[src/rtl/key_pkg.sv]
// Shared definitions for the push-button conditioner.
//   key_state_t : debounce/repeat FSM state encoding (3-bit)
//   CNT_W       : width of the debounce/repeat cycle counter
package key_pkg;

    localparam int CNT_W = 32;

    typedef enum logic [2:0] {
        IDLE      = 3'd0,
        DEB_PRESS = 3'd1,
        HELD      = 3'd2,
        REPEAT    = 3'd3,
        DEB_REL   = 3'd4
    } key_state_t;

endpackage

[src/rtl/key_pulse_conditioner_if.sv]
// Signal bundle between the raw push-button, the conditioner and the
// program-counter logic that consumes its strobes.
//   key_n         : raw active-low button level
//   press_pulse   : one-cycle strobe per accepted press / auto-repeat
//   release_pulse : one-cycle strobe per accepted release
//   key_level     : debounced pressed level
//   press_count   : accepted presses (repeats excluded), wraps at 16 bits
// Modports:
//   master : button/consumer side (drives key_n, observes the strobes)
//   slave  : conditioner side (samples key_n, drives the strobes)
interface key_pulse_conditioner_if;

    logic        key_n;
    logic        press_pulse;
    logic        release_pulse;
    logic        key_level;
    logic [15:0] press_count;

    modport master (
        output key_n,
        input  press_pulse,
        input  release_pulse,
        input  key_level,
        input  press_count
    );

    modport slave (
        input  key_n,
        output press_pulse,
        output release_pulse,
        output key_level,
        output press_count
    );

endinterface

[src/rtl/sync_2ff.sv]
// Two-flop synchroniser for asynchronous level inputs (keys, switches).
//   clk   : destination clock
//   reset : asynchronous active-high reset, loads RESET_VAL into both stages
//   d     : asynchronous input
//   q     : synchronised output, two clk cycles behind d
module sync_2ff #(
    parameter int               WIDTH     = 1,
    parameter logic [WIDTH-1:0] RESET_VAL = '0
) (
    input  logic             clk,
    input  logic             reset,
    input  logic [WIDTH-1:0] d,
    output logic [WIDTH-1:0] q
);

    logic [WIDTH-1:0] meta_reg;
    logic [WIDTH-1:0] sync_reg;

    always_ff @(posedge clk or posedge reset) begin
        if (reset) begin
            meta_reg <= RESET_VAL;
            sync_reg <= RESET_VAL;
        end else begin
            meta_reg <= d;
            sync_reg <= meta_reg;
        end
    end

    assign q = sync_reg;

endmodule

[src/rtl/key_pulse_conditioner.sv]
// Turns a bouncy active-low push-button into clean single-cycle strobes
// for the program counter: synchronise, debounce press and release, emit
// one press strobe per accepted press (plus optional auto-repeat while
// held), a release strobe, a debounced level and an accepted-press count.
//   clk   : system clock
//   reset : asynchronous active-high reset
//   kif   : slave side of key_pulse_conditioner_if (key_n in, strobes out)
// All outputs are registered; a strobe in cycle t is decided from the
// synchronised key in cycle t-1.
module key_pulse_conditioner
    import key_pkg::*;
#(
    parameter int unsigned DEBOUNCE_CYCLES     = 1000000,
    parameter bit          REPEAT_EN           = 1'b1,
    parameter int unsigned REPEAT_DELAY_CYCLES = 25000000,
    parameter int unsigned REPEAT_RATE_CYCLES  = 5000000
) (
    input  logic                    clk,
    input  logic                    reset,
    key_pulse_conditioner_if.slave  kif
);

    localparam logic [CNT_W-1:0] DEB_LIMIT   = CNT_W'(DEBOUNCE_CYCLES);
    localparam logic [CNT_W-1:0] DELAY_LIMIT = CNT_W'(REPEAT_DELAY_CYCLES);
    localparam logic [CNT_W-1:0] RATE_LIMIT  = CNT_W'(REPEAT_RATE_CYCLES);

    logic             key_sync;
    logic             pressed_s;

    key_state_t       state_reg, state_next;
    logic [CNT_W-1:0] cnt_reg, cnt_next;
    logic [CNT_W-1:0] cnt_inc;
    logic             press_pulse_reg, press_pulse_next;
    logic             release_pulse_reg, release_pulse_next;
    logic             key_level_reg, key_level_next;
    logic [15:0]      press_count_reg, press_count_next;

    // Synchroniser resets to "released" so reset deassertion never looks
    // like a press edge.
    sync_2ff #(
        .WIDTH     (1),
        .RESET_VAL (1'b1)
    ) u_sync (
        .clk   (clk),
        .reset (reset),
        .d     (kif.key_n),
        .q     (key_sync)
    );

    assign pressed_s = ~key_sync;
    assign cnt_inc   = cnt_reg + 1'b1;

    always_ff @(posedge clk or posedge reset) begin
        if (reset) begin
            state_reg         <= IDLE;
            cnt_reg           <= '0;
            press_pulse_reg   <= 1'b0;
            release_pulse_reg <= 1'b0;
            key_level_reg     <= 1'b0;
            press_count_reg   <= '0;
        end else begin
            state_reg         <= state_next;
            cnt_reg           <= cnt_next;
            press_pulse_reg   <= press_pulse_next;
            release_pulse_reg <= release_pulse_next;
            key_level_reg     <= key_level_next;
            press_count_reg   <= press_count_next;
        end
    end

    // The sample that triggers entry to a debounce state already counts as
    // the first stable sample, so both debounce entries load cnt = 1.
    always_comb begin
        state_next         = state_reg;
        cnt_next           = cnt_reg;
        press_pulse_next   = 1'b0;
        release_pulse_next = 1'b0;
        key_level_next     = key_level_reg;
        press_count_next   = press_count_reg;

        unique case (state_reg)
            IDLE: begin
                if (pressed_s) begin
                    state_next = DEB_PRESS;
                    cnt_next   = CNT_W'(1);
                end else begin
                    cnt_next = '0;
                end
            end

            DEB_PRESS: begin
                if (!pressed_s) begin
                    state_next = IDLE;
                    cnt_next   = '0;
                end else if (cnt_inc == DEB_LIMIT) begin
                    state_next       = HELD;
                    cnt_next         = '0;
                    press_pulse_next = 1'b1;
                    key_level_next   = 1'b1;
                    press_count_next = press_count_reg + 16'd1;
                end else begin
                    cnt_next = cnt_inc;
                end
            end

            HELD: begin
                if (!pressed_s) begin
                    state_next = DEB_REL;
                    cnt_next   = CNT_W'(1);
                end else if (REPEAT_EN && (cnt_inc == DELAY_LIMIT)) begin
                    state_next       = REPEAT;
                    cnt_next         = '0;
                    press_pulse_next = 1'b1;
                end else begin
                    // Without auto-repeat there is nothing to time here.
                    cnt_next = REPEAT_EN ? cnt_inc : '0;
                end
            end

            REPEAT: begin
                if (!pressed_s) begin
                    state_next = DEB_REL;
                    cnt_next   = CNT_W'(1);
                end else if (cnt_inc == RATE_LIMIT) begin
                    cnt_next         = '0;
                    press_pulse_next = 1'b1;
                end else begin
                    cnt_next = cnt_inc;
                end
            end

            DEB_REL: begin
                // A bounce back to pressed returns to HELD silently and
                // restarts the repeat delay from zero.
                if (pressed_s) begin
                    state_next = HELD;
                    cnt_next   = '0;
                end else if (cnt_inc == DEB_LIMIT) begin
                    state_next         = IDLE;
                    cnt_next           = '0;
                    key_level_next     = 1'b0;
                    release_pulse_next = 1'b1;
                end else begin
                    cnt_next = cnt_inc;
                end
            end

            default: begin
                state_next = IDLE;
                cnt_next   = '0;
            end
        endcase
    end

    assign kif.press_pulse   = press_pulse_reg;
    assign kif.release_pulse = release_pulse_reg;
    assign kif.key_level     = key_level_reg;
    assign kif.press_count   = press_count_reg;

endmodule
[src/flat_wrapper.sv]
// flat-port wrapper written by rule: the top's interface ports become plain ports
module key_pulse_conditioner_flat import key_pkg::*;
#(
    parameter int unsigned DEBOUNCE_CYCLES     = 1000000,
    parameter bit          REPEAT_EN           = 1'b1,
    parameter int unsigned REPEAT_DELAY_CYCLES = 25000000,
    parameter int unsigned REPEAT_RATE_CYCLES  = 5000000
)
  (clk, reset, kif_key_n, kif_press_pulse, kif_release_pulse, kif_key_level, kif_press_count);
  key_pulse_conditioner_if kif_i ();
  input  logic clk;
  input  logic reset;
  input wire logic [$bits(kif_i.key_n)-1:0] kif_key_n;
  output wire logic [$bits(kif_i.press_pulse)-1:0] kif_press_pulse;
  output wire logic [$bits(kif_i.release_pulse)-1:0] kif_release_pulse;
  output wire logic [$bits(kif_i.key_level)-1:0] kif_key_level;
  output wire logic [$bits(kif_i.press_count)-1:0] kif_press_count;
  assign kif_i.key_n = kif_key_n;
  assign kif_press_pulse = kif_i.press_pulse;
  assign kif_release_pulse = kif_i.release_pulse;
  assign kif_key_level = kif_i.key_level;
  assign kif_press_count = kif_i.press_count;
  key_pulse_conditioner #(.DEBOUNCE_CYCLES(DEBOUNCE_CYCLES), .REPEAT_EN(REPEAT_EN), .REPEAT_DELAY_CYCLES(REPEAT_DELAY_CYCLES), .REPEAT_RATE_CYCLES(REPEAT_RATE_CYCLES)) u_core (.clk(clk), .reset(reset), .kif(kif_i));
endmodule
[config.mk]
export PLATFORM = sky130hd
export DESIGN_NAME = key_pulse_conditioner_flat
export DESIGN_NICKNAME = d
export VERILOG_FILES = /design/src/rtl/key_pkg.sv /design/src/rtl/key_pulse_conditioner_if.sv /design/src/rtl/sync_2ff.sv /design/src/rtl/key_pulse_conditioner.sv /design/src/flat_wrapper.sv
export SDC_FILE = /design/constraint.sdc
export NUM_CORES = 1
export LEC_CHECK = 0
export BUFFER_PORTS_ARGS = -buffer_cell sky130_fd_sc_hd__buf_2
export CAP_MARGIN = 20
export CORE_ASPECT_RATIO = 0.5
export CORE_MARGIN = 10
export CORE_UTILIZATION = 56
export CTS_BUF_LIST = sky130_fd_sc_hd__clkbuf_4 sky130_fd_sc_hd__clkbuf_8
export DETAILED_ROUTE_END_ITERATION = 12
export HOLD_SLACK_MARGIN = 0.05
export PLACE_DENSITY = 0.75
export SYNTH_ARGS = -nofsm -noshare
export SYNTH_HDL_FRONTEND = slang
export SYNTH_HIERARCHICAL = 1
export SYNTH_SLANG_ARGS = --single-unit
[constraint.sdc]
create_clock -name clk -period 4.65 [get_ports clk]
set_clock_uncertainty 0.2 [all_clocks]
set_input_delay 0 -clock clk [delete_from_list [all_inputs] [get_ports clk]]
set_output_delay 0 -clock clk [all_outputs]
set_load 0.05 [all_outputs]
==> impl_metrics.ini <==
[die]
ioPinCount = 22
die_area_um2 = 9690
rows = 19
initial_utilization_pct = 59.6
core_um2 = 5630
fp.dieW_um = 130
die_h_um = 74.8

[power_and_ir_drop]
p_leak_nw = 1.47
power_w = 0.000806
p_per_area_nw_per_um2 = 224
vdd_drop_max_mv = 0.136

[global_routing]
grt_max_degree = 55
antenna_found_initial = 0
gr-total-overflow = 0
grt_use_total_pct = 16.9
grt_first_pass_wirelength_mm = 13.0
grt_pass1_vias = 2597

[drt]
routedWlPerCell_um = 18.0
post_drt_via_cell_ratio = 6.40
drc = 0
firstDrtPassIters = 7
ant_nets = 0
wl_mm = 8.03
drt_iter0_markers = 265
vias = 2856

[timing]
fmax_mhz = 236
tns_ps = 0
max_slew_margin_pct = 42.6
final-hold-violation-count = 0
final.min_clock_period_ps = 4230
fin_crit_sh_pct = 91.1
setup_viol = 0
max_slew.worst_pin.slew_ps = 858
drv_slew = 0
rsz0062_at_grt = no

[outcome]
status = complete, no violations

[logic_synthesis]
post-synth-top-area-cell = dfrtp_1
netlist_area_um2 = 3360
yosys-top-cells-area = dfrtp_1 (40%), xnor2_1 (7.0%), a21oi_1 (4.5%)
async_flop_share_pct = 100
synth_warnings = 6
ys_seq_elements = 56
yosysSeqAreaShare_pct = 41.8
synth_edf_count = 0
synth_ff_type = dfrtp_1
avgSynthCellArea_um2 = 9.23
ys_types = 62
syn_nets = 369
synth_top_area_share_pct = 40.2
synthCells = 364

[cells_and_area]
drive_gt1_share_pct = 13.1
fill_cells = 474
nNetsFinal = 377
largest_register_ffs = 32
area_growth_pct = 7.34
antennaDiodeCount = 0

[setup_path]
reg2reg_depth = 9
worstSetupStartpointType = flip-flop
end_kind = flip-flop
cp_max_fo = 31
critical_path_class = reg2reg
cp.required_ps = 4610
cp.arrival_ps = 4200

[place]
portBuffers = 21
gp_congestion = 0.931
dpl.hpwl_mm = 5.58

[clock_network]
clk_pin_slew_ps = 100
numCtsBuffers = 5
cts_htree_levels = 2
clock_latency_ps = 330
cts_root_buf = clkbuf_8
cts_setup_buffers = 0
cts_resized = 0
cts.sinks = 56
clockBufferDepth = 2
cts_tree = built

[flow_run]
cap_violations = 0

[hold_path]
hold_class = in2async
stage by stage:
step	std cells	util (%)	hold WS (ps)	instance area, um^2	setup slack [ps]
2_1_floorplan	364	-	-289	3360	1050
3_3_place_gp	434	61.5	-163	3460	638
3_5_place_dp	434	61.5	-161	3460	471
4_1_cts	445	63.6	107	3590	433
5_1_grt	446	64.0	120	3610	133
6_report	446	64.0	94.0	3610	416
cell usage after synthesis, types with 3 or more instances:
| master | number |
|---|---|
| dfrtp_1 | 54 |
| a21oi_1 | 30 |
| nand3_1 | 30 |
| xnor2_1 | 27 |
| clkbuf_1 | 23 |
| nand2_1 | 22 |
| nand4_1 | 17 |
| nor2_1 | 14 |
| xor2_1 | 14 |
| nor4_1 | 13 |
| nor3_1 | 12 |
| and3_1 | 8 |
| or3_1 | 8 |
| inv_1 | 6 |
| o21ai_0 | 6 |
| o211ai_1 | 5 |
| and4_1 | 4 |
| nor2b_1 | 4 |
| a21boi_1 | 3 |
| a22oi_1 | 3 |
| buf_2 | 3 |
| buf_6 | 3 |
| nor3b_1 | 3 |
| or4_1 | 3 |
kinds of logic after synthesis:
group,after synthesis,synth area share (%)
mux,2,0.633
buf+inv,37,4.95
xor+xnor,41,10.7
simple gates,154,26.9
flops,56,41.8
compound gates,72,14.3
fa+ha+maj,2,0.745
path summary, 6_finish.rpt:
check	endpoint	start	slack [ps]
min in group clk	u_core/u_sync/meta_reg	kif_key_n	110
max	u_core/cnt_reg[11]	u_core/cnt_reg[0]	420
min reg2reg	u_core/u_sync/q	u_core/u_sync/meta_reg	160
max in group asynchronous	u_core/u_sync/meta_reg	reset	3570
min	u_core/kif.press_count[0]	reset	90
max reg2reg	u_core/cnt_reg[11]	u_core/cnt_reg[0]	420
area by class of cell:
type	count	area, um^2	area share, %
clock buffers	5	68.8	1.91
multi-input cells	271	1790	49.6
clock inverters	3	22.5	0.625
well taps	73	91.3	2.53
repair buffers	32	208	5.76
inverters	6	22.5	0.625
flip-flops and latches	56	1400	38.9
worst max-delay path: stages, from the launching register on:
cell and delay (ps):
dfrtp_1 530, ha_1 350, nand3_1 270, or2_2 430, o31a_1 330, a2111o_1 380
or4_4 490, or3_1 520, o21ai_4 360, a21boi_0 190
where the power goes:
group	switching (W)	leakage, nW	internal [W]
registers	0.00000548	0.771	0.000490
clock network	0.000172	0.0485	0.000108
logic	0.0000196	0.646	0.00000993
total	0.000197	1.47	0.000609
metal layers:
layer / up-vias / track usage (%) / wire length (um)
met3: 10 / 4.77 / 709
met2: 123 / 25.3 / 3460
met4: 0 / 4.83 / 68
li1: 1360 / - / -
met1: 1363 / 23.4 / 3790
met5: - / 0 / 0
layout by cell type, fill, tap and decap left out, drive strengths merged, types with 3 or more instances in the layout:
master and n:
or3 8, xor2 14, clkbuf 5, and3 8, buf 29, o211ai 5, o21ai 7, nand3 30
a21oi 30, or4 5, dlygate4sd3 3, inv 7, nor3 13, nor3b 3, nor4 15, dfrtp 54
xnor2 27, nand4 17, a21boi 4, nor2b 4, a22oi 3, nand2 22, and4 4, nor2 14
timing repair:
item | CTS | global route
hold buffers | 3 | 0
endpoints found under the hold margin | 57 | 0
setup endpoints to repair | 0 | 0
Note: power is estimated with default switching activity, not from simulation.
